`src/rtl/ccff_loader_pkg.sv`:
```
// Shared types and constants for the configuration-chain loader.
package ccff_loader_pkg;

  localparam int unsigned BYTE_W = 8;

  typedef enum logic [1:0] {
    IDLE = 2'd0,
    LOAD = 2'd1,
    DONE = 2'd2
  } state_t;

  // Bytes needed to cover a chain of the given length.
  function automatic int unsigned nbytes(input int unsigned chain_len);
    return (chain_len + BYTE_W - 1) / BYTE_W;
  endfunction

endpackage

```
`src/rtl/ccff_bit_serializer.sv`:
```
// Byte load/shift buffer presenting one bit per cycle, MSB first.
// head_bit holds its value once the buffer drains, so a stall never glitches the chain head.
module ccff_bit_serializer
  import ccff_loader_pkg::*;
(
  input  logic              clk,
  input  logic              rst_n,
  input  logic              load,
  input  logic [BYTE_W-1:0] data,
  input  logic              flush,
  output logic              head_bit,
  output logic              shift_en,
  output logic              empty,
  output logic              last
);

  localparam int unsigned CNT_W = $clog2(BYTE_W + 1);

  logic [BYTE_W-1:0] sreg;
  logic [CNT_W-1:0]  cnt;

  // The last bit is not shifted away so the head stays stable while waiting.
  always_ff @(posedge clk) begin
    if (!rst_n) begin
      sreg     <= '0;
      cnt      <= '0;
      shift_en <= 1'b0;
    end else if (flush) begin
      cnt      <= '0;
      shift_en <= 1'b0;
    end else if (load) begin
      sreg     <= data;
      cnt      <= CNT_W'(BYTE_W);
      shift_en <= 1'b1;
    end else if (cnt > CNT_W'(1)) begin
      sreg <= {sreg[BYTE_W-2:0], 1'b0};
      cnt  <= cnt - CNT_W'(1);
    end else if (cnt == CNT_W'(1)) begin
      cnt      <= '0;
      shift_en <= 1'b0;
    end
  end

  assign head_bit = sreg[BYTE_W-1];
  assign empty    = (cnt == '0);
  assign last     = (cnt == CNT_W'(1));

endmodule

```
`src/rtl/ccff_chain_loader.sv`:
```
// Initiator end of the ccff configuration chain: serializes a byte stream into the
// chain head, returns tail bits as readback bytes and optionally verifies them.
module ccff_chain_loader
  import ccff_loader_pkg::*;
#(
  parameter int unsigned CHAIN_LEN = 16,
  parameter int unsigned IDX_W     = 16
) (
  input  logic              prog_clk,
  input  logic              reset_n,
  input  logic              cfg_start,
  input  logic              cfg_verify,
  input  logic [BYTE_W-1:0] in_data,
  input  logic              in_valid,
  output logic              in_ready,
  output logic              ccff_head,
  output logic              ccff_shift_en,
  input  logic              ccff_tail,
  output logic [BYTE_W-1:0] rb_data,
  output logic              rb_valid,
  output logic              busy,
  output logic              done,
  output logic              err,
  output logic [IDX_W-1:0]  err_bit_idx
);

  localparam int unsigned      NBYTES   = nbytes(CHAIN_LEN);
  localparam int unsigned      REM_W    = $clog2(NBYTES + 1);
  localparam int unsigned      RB_CNT_W = $clog2(BYTE_W);
  localparam logic [IDX_W-1:0] LAST_IDX = IDX_W'(CHAIN_LEN - 1);

  state_t              state_q, state_d;
  logic [IDX_W-1:0]    bit_cnt;
  logic [REM_W-1:0]    byte_rem;
  logic                verify_q;
  logic [BYTE_W-1:0]   rb_acc;
  logic [BYTE_W-1:0]   rb_next;
  logic [RB_CNT_W-1:0] rb_cnt;
  logic                ser_empty;
  logic                ser_last;
  logic                start_ok;
  logic                accept;
  logic                final_shift;

  assign start_ok    = cfg_start & (state_q == IDLE);
  assign accept      = in_valid & in_ready;
  assign final_shift = ccff_shift_en & (bit_cnt == LAST_IDX);
  assign rb_next     = {rb_acc[BYTE_W-2:0], ccff_tail};

  ccff_bit_serializer u_ser (
    .clk      (prog_clk),
    .rst_n    (reset_n),
    .load     (accept),
    .data     (in_data),
    .flush    (final_shift),
    .head_bit (ccff_head),
    .shift_en (ccff_shift_en),
    .empty    (ser_empty),
    .last     (ser_last)
  );

  // State register; busy/done are registered from the next state.
  always_ff @(posedge prog_clk) begin
    if (!reset_n) begin
      state_q <= IDLE;
      busy    <= 1'b0;
      done    <= 1'b0;
    end else begin
      state_q <= state_d;
      busy    <= (state_d == LOAD);
      done    <= (state_d == DONE);
    end
  end

  always_comb begin
    state_d  = state_q;
    in_ready = 1'b0;
    case (state_q)
      IDLE: begin
        if (cfg_start) state_d = LOAD;
      end
      LOAD: begin
        in_ready = (ser_empty | ser_last) & (byte_rem != '0);
        if (final_shift) state_d = DONE;
      end
      DONE: state_d = IDLE;
      default: state_d = IDLE;
    endcase
  end

  // Bit/byte counters, tail deserializer and verify compare.
  always_ff @(posedge prog_clk) begin
    if (!reset_n) begin
      bit_cnt     <= '0;
      byte_rem    <= '0;
      verify_q    <= 1'b0;
      err         <= 1'b0;
      err_bit_idx <= '0;
      rb_acc      <= '0;
      rb_cnt      <= '0;
      rb_data     <= '0;
      rb_valid    <= 1'b0;
    end else begin
      rb_valid <= 1'b0;
      if (start_ok) begin
        bit_cnt     <= '0;
        byte_rem    <= REM_W'(NBYTES);
        verify_q    <= cfg_verify;
        err         <= 1'b0;
        err_bit_idx <= '0;
        rb_acc      <= '0;
        rb_cnt      <= '0;
      end else begin
        if (accept) byte_rem <= byte_rem - REM_W'(1);
        if (ccff_shift_en) begin
          bit_cnt <= bit_cnt + IDX_W'(1);
          rb_acc  <= rb_next;
          rb_cnt  <= rb_cnt + RB_CNT_W'(1);
          // Partial last byte is left-aligned so its unused LSBs read as zero.
          if ((rb_cnt == RB_CNT_W'(BYTE_W - 1)) || final_shift) begin
            rb_data  <= rb_next << (RB_CNT_W'(BYTE_W - 1) - rb_cnt);
            rb_valid <= 1'b1;
          end
          if (verify_q && !err && (ccff_tail != ccff_head)) begin
            err         <= 1'b1;
            err_bit_idx <= bit_cnt;
          end
        end
      end
    end
  end

endmodule

```
`config.mk`:
```
export PLATFORM = sky130hd
export DESIGN_NAME = ccff_chain_loader
export DESIGN_NICKNAME = d
export VERILOG_FILES = /design/src/rtl/ccff_loader_pkg.sv /design/src/rtl/ccff_bit_serializer.sv /design/src/rtl/ccff_chain_loader.sv
export SDC_FILE = /design/constraint.sdc
export NUM_CORES = 1
export LEC_CHECK = 0
export BUFFER_PORTS_ARGS = -buffer_cell sky130_fd_sc_hd__buf_4
export CAP_MARGIN = 20
export CORE_MARGIN = 10
export CORE_UTILIZATION = 40
export DETAILED_ROUTE_END_ITERATION = 12
export SLEW_MARGIN = 20
export SYNTH_ARGS = -nofsm -noshare
export SYNTH_HDL_FRONTEND = slang
export SYNTH_HIERARCHICAL = 1
export SYNTH_SLANG_ARGS = --single-unit
```
`constraint.sdc`:
```
create_clock -name prog_clk -period 2.3 [get_ports prog_clk]
set_input_delay 0.575 -clock prog_clk [delete_from_list [all_inputs] [get_ports prog_clk]]
set_output_delay 0.575 -clock prog_clk [all_outputs]
set_load 0.005 [all_outputs]
```
==> run_results.csv <==
group,metric,value,unit
final_layout,final_common_cell,"dfxtp_1",
sta,worst_pin_slew,0.662,ns
synth,synth_edf_count,0,
die,die_w,112,um
die,start_util,41.3,%
place,dp_cells,499,
sta,finalSetupViolations,0,
worst_setup_path,path_cells,"inv_1 > ha_1 > and2_1 > nor2_1 > and3b_1 > buf_4",
sta,max-slew-margin-rel,55.6,%
clock_tree,clkSlewWorstSetupHoldPaths,0.07,ns
synth,syn_inst,358,
pwr,p_comb_share,14.3,%
synth,avgSynthCellArea,9.53,um2
final_layout,fill_cells,797,
die,boundaryPins,45,
worst_setup_path,path_depth,6,
global_routing,antenna_found_initial,0,
global_routing,grt_pass1_wl,12700,um
synth,ys.warnings.count,6,
pwr,total_power,2890,uW
synth,syn_area,3410,um2
final_layout,syn_to_final_growth,22.1,%
clock_tree,clock_latency,0.35,ns
final_layout,finalNetCount,432,
worst_setup_path,endpoint_kind,"primary output",
worst_setup_path,worst-r2r-cell-count,7,
place,pre_cts_ws,0.0924,ns
worst_setup_path,crit_arrival,1.61,ns
synth,yosysSeqAreaShare,42.3,%
global_routing,overflow,0,
route,dr.first_iter.drc_count,97,
pwr,p_sw,746,uW
global_routing,grt_pass1_vias,2571,
worst_setup_path,slowest_delay,0.38,ns
outcome,status,"finished, final reports clean",
worst_setup_path,critPathKind,"flip-flop to primary output",
worst_setup_path,start_kind,"flip-flop",
final_layout,finalNonFillerCells,521,
final_layout,diodes,0,
sta,fmax,459,MHz
clock_tree,root_buffer,"clkbuf_8",
route,drt-wirelength-per-cell,14.4,um
synth,synthArstFlopShare,0,%
place,place_congestion,0.774,
worst_setup_path,required,1.73,ns
sta,fin_crit_sh,94.8,%
route,drtPass1Iterations,6,
final_layout,mostFrequentLayoutCells,"dfxtp_1 (71), buf_4 (59), nor2_1 (49)",
worst_hold_path,hp-class,"flip-flop to flip-flop",
die,rows,33,
sta,rsz0062_at_grt,"no",
place,portBuffers,44,
pwr,p_leak,0.00158,uW
clock_tree,clockBufferDepth,2,
pwr,power.share.clock,40.0,%
final_layout,multi_input_area,1850,um2
worst_hold_path,hold-path-cell-count,2,
worst_setup_path,cp_top_family,"simple AND/OR/NAND/NOR gates",
route,via_count,2739,
route,via_per_inst,5.26,
pwr,p_sw_share,25.8,%
synth,yosysUniqueCellTypes,57,
pwr,p_per_area,694,nW/um2
sta,hold_violations,0,
clock_tree,cts_tree,"done",
route,drc,0,
sta,finClkSkew,0.0105,ns
pwr,internal_power,2150,uW
route,wirelength,7520,um
worst_setup_path,cpMaxStageDelayCell,"dfxtp_2",
die,fp.coreArea,8260,um2
die,die_h,112,um
route,drtAntennaViolNets,0,
worst_setup_path,crit_fanout,4,
global_routing,groute.usage.overall,12.1,%
clock_tree,cts_buffers,9,
final_layout,seq_area,1440,um2
sta,fin_tns_setup,0,ns
synth,ys_ff_latch,72,
final_layout,drive_gt1_share,24.0,%
sta,timing.final.ws_setup,0.120,ns
die,dieArea,12600,um2
sta,slew_violations,0,
clock_tree,cts_sinks,72,
place,dp_hpwl,5360,um
synth,ys_dominant_reg_cell,"dfxtp_1",
clock_tree,h-tree-depth,3,
worst_setup_path,path_buf_inv,2,
pwr,vdd_drop_max,0.000297,V
synth,syn-num-nets,379,
global_routing,grt_max_degree,29,
sta,period_needed,2.18,ns
pwr,sequentialPowerShare,45.7,%
job,maxCapViolations,0,
## state kept, by name, indices dropped and copies added (netlist names)
name,cells
bit_cnt,16
busy,1
done,1
err_bit_idx,16
rb_data,8
rb_acc,7
u_ser/shift_en,1
byte_rem,2
rb_valid,1
u_ser/cnt,4
verify_q,1
err,1
state_q,2
u_ser/sreg,8
rb_cnt,3
## layer usage
| metal | up-vias | share of wire [%] | global-route usage (%) |
|---|---|---|---|
| met5 | - | 0 | 0 |
| met4 | 0 | 1.2 | 3.81 |
| met3 | 8 | 4.1 | 4.58 |
| met2 | 36 | 47 | 18.2 |
| met1 | 1305 | 48 | 15.6 |
| li1 | 1390 | - | - |
## kinds of logic (layout without fill, tap and decap cells)
| logic type | Yosys count | count (layout) | share of synthesized area [%] |
|---|---|---|---|
| and+or+nand+nor | 136 | 136 | 21.2 |
| DFF | 72 | 72 | 42.3 |
| AOI/OAI and AO/OA | 52 | 52 | 11.2 |
| muxes | 47 | 47 | 15.0 |
| buffers and inverters | 30 | 88 | 4.15 |
| adders and majority gates | 7 | 7 | 2.57 |
| xor gates and xnor gates | 14 | 14 | 3.60 |
## Yosys cell counts, types with 3 or more instances
| master | number | area [um2] |
|---|---|---|
| o21ai_0 | 4 | 20.0 |
| mux4_2 | 3 | 67.6 |
| a21oi_1 | 11 | 55.1 |
| nand3_1 | 4 | 20.0 |
| nand2_1 | 26 | 97.6 |
| o21ai_1 | 4 | 20.0 |
| dfxtp_1 | 72 | 1440 |
| mux2i_1 | 40 | 400 |
| xnor2_1 | 8 | 70.1 |
| and3b_1 | 6 | 52.6 |
| o211ai_1 | 8 | 60.1 |
| ha_1 | 7 | 87.6 |
| and3_1 | 3 | 18.8 |
| o221ai_1 | 7 | 61.3 |
| or3_1 | 4 | 25.0 |
| nand2b_1 | 4 | 25.0 |
| nand4_1 | 12 | 75.1 |
| buf_6 | 3 | 33.8 |
| xor2_1 | 6 | 52.6 |
| nand3b_1 | 3 | 22.5 |
| nor3_1 | 5 | 25.0 |
| mux2_2 | 4 | 45.0 |
| clkbuf_1 | 12 | 45.0 |
| inv_1 | 11 | 41.3 |
| nor2_1 | 49 | 184 |
## power groups by stage
stage / clock [uW] / combinational (uW) / sequential [uW]
finish: 1160 / 412 / 1320
global route: 1260 / 461 / 1330
CTS: 1190 / 396 / 1320
detailed placement: 0 / 394 / 1350
global placement: 0 / 386 / 1340
floorplan: 0 / 305 / 1330
## cell type report
cell class	instances	area share [%]
multi-input cells	256	44.3
inverters	11	1.08
flip-flops and latches	72	34.6
clock inverters	4	1.80
repair inverters	1	0.120
clock buffers	12	3.97
well taps	105	3.15
repair buffers	60	10.9
## final timing paths
path                     start       endpoint  slack, ns
hold reg to reg     rb_data[2]     rb_data[2]       0.46
setup reg to reg   bit_cnt[12]  u_ser/sreg[2]       0.19
hold / removal      rb_data[2]     rb_data[2]       0.46
setup / recovery  u_ser/cnt[0]       in_ready       0.12
## metrics by stage
stage               instance area (um2)  util [%]  hold slack [ns]
detailed placement                 3860      46.7            0.455
CTS                                4100      49.7            0.462
global route                       4170      50.4            0.461
global placement                   3860      46.7            0.451
finish                             4170      50.4            0.460
floorplan                          3410         -            0.454
## timing repair
| action | 4_1_cts | 5_1_grt |
|---|---|---|
| setup endpoints to repair | 0 | 11 |
| buffers inserted | 0 | 5 |
| resized for setup | 0 | 8 |
| hold buffers | 0 | 0 |
## worst register-to-register path, cell delays in order (launching register included)
cell and delay (ns):
dfxtp_1 0.38, or4_4 0.59, nor4_2 0.32, buf_6 0.22
nor3b_4 0.06, buf_4 0.17, o211ai_1 0.10, o221ai_1 0.13
No activity file was read; power rests on OpenSTA's default activity.
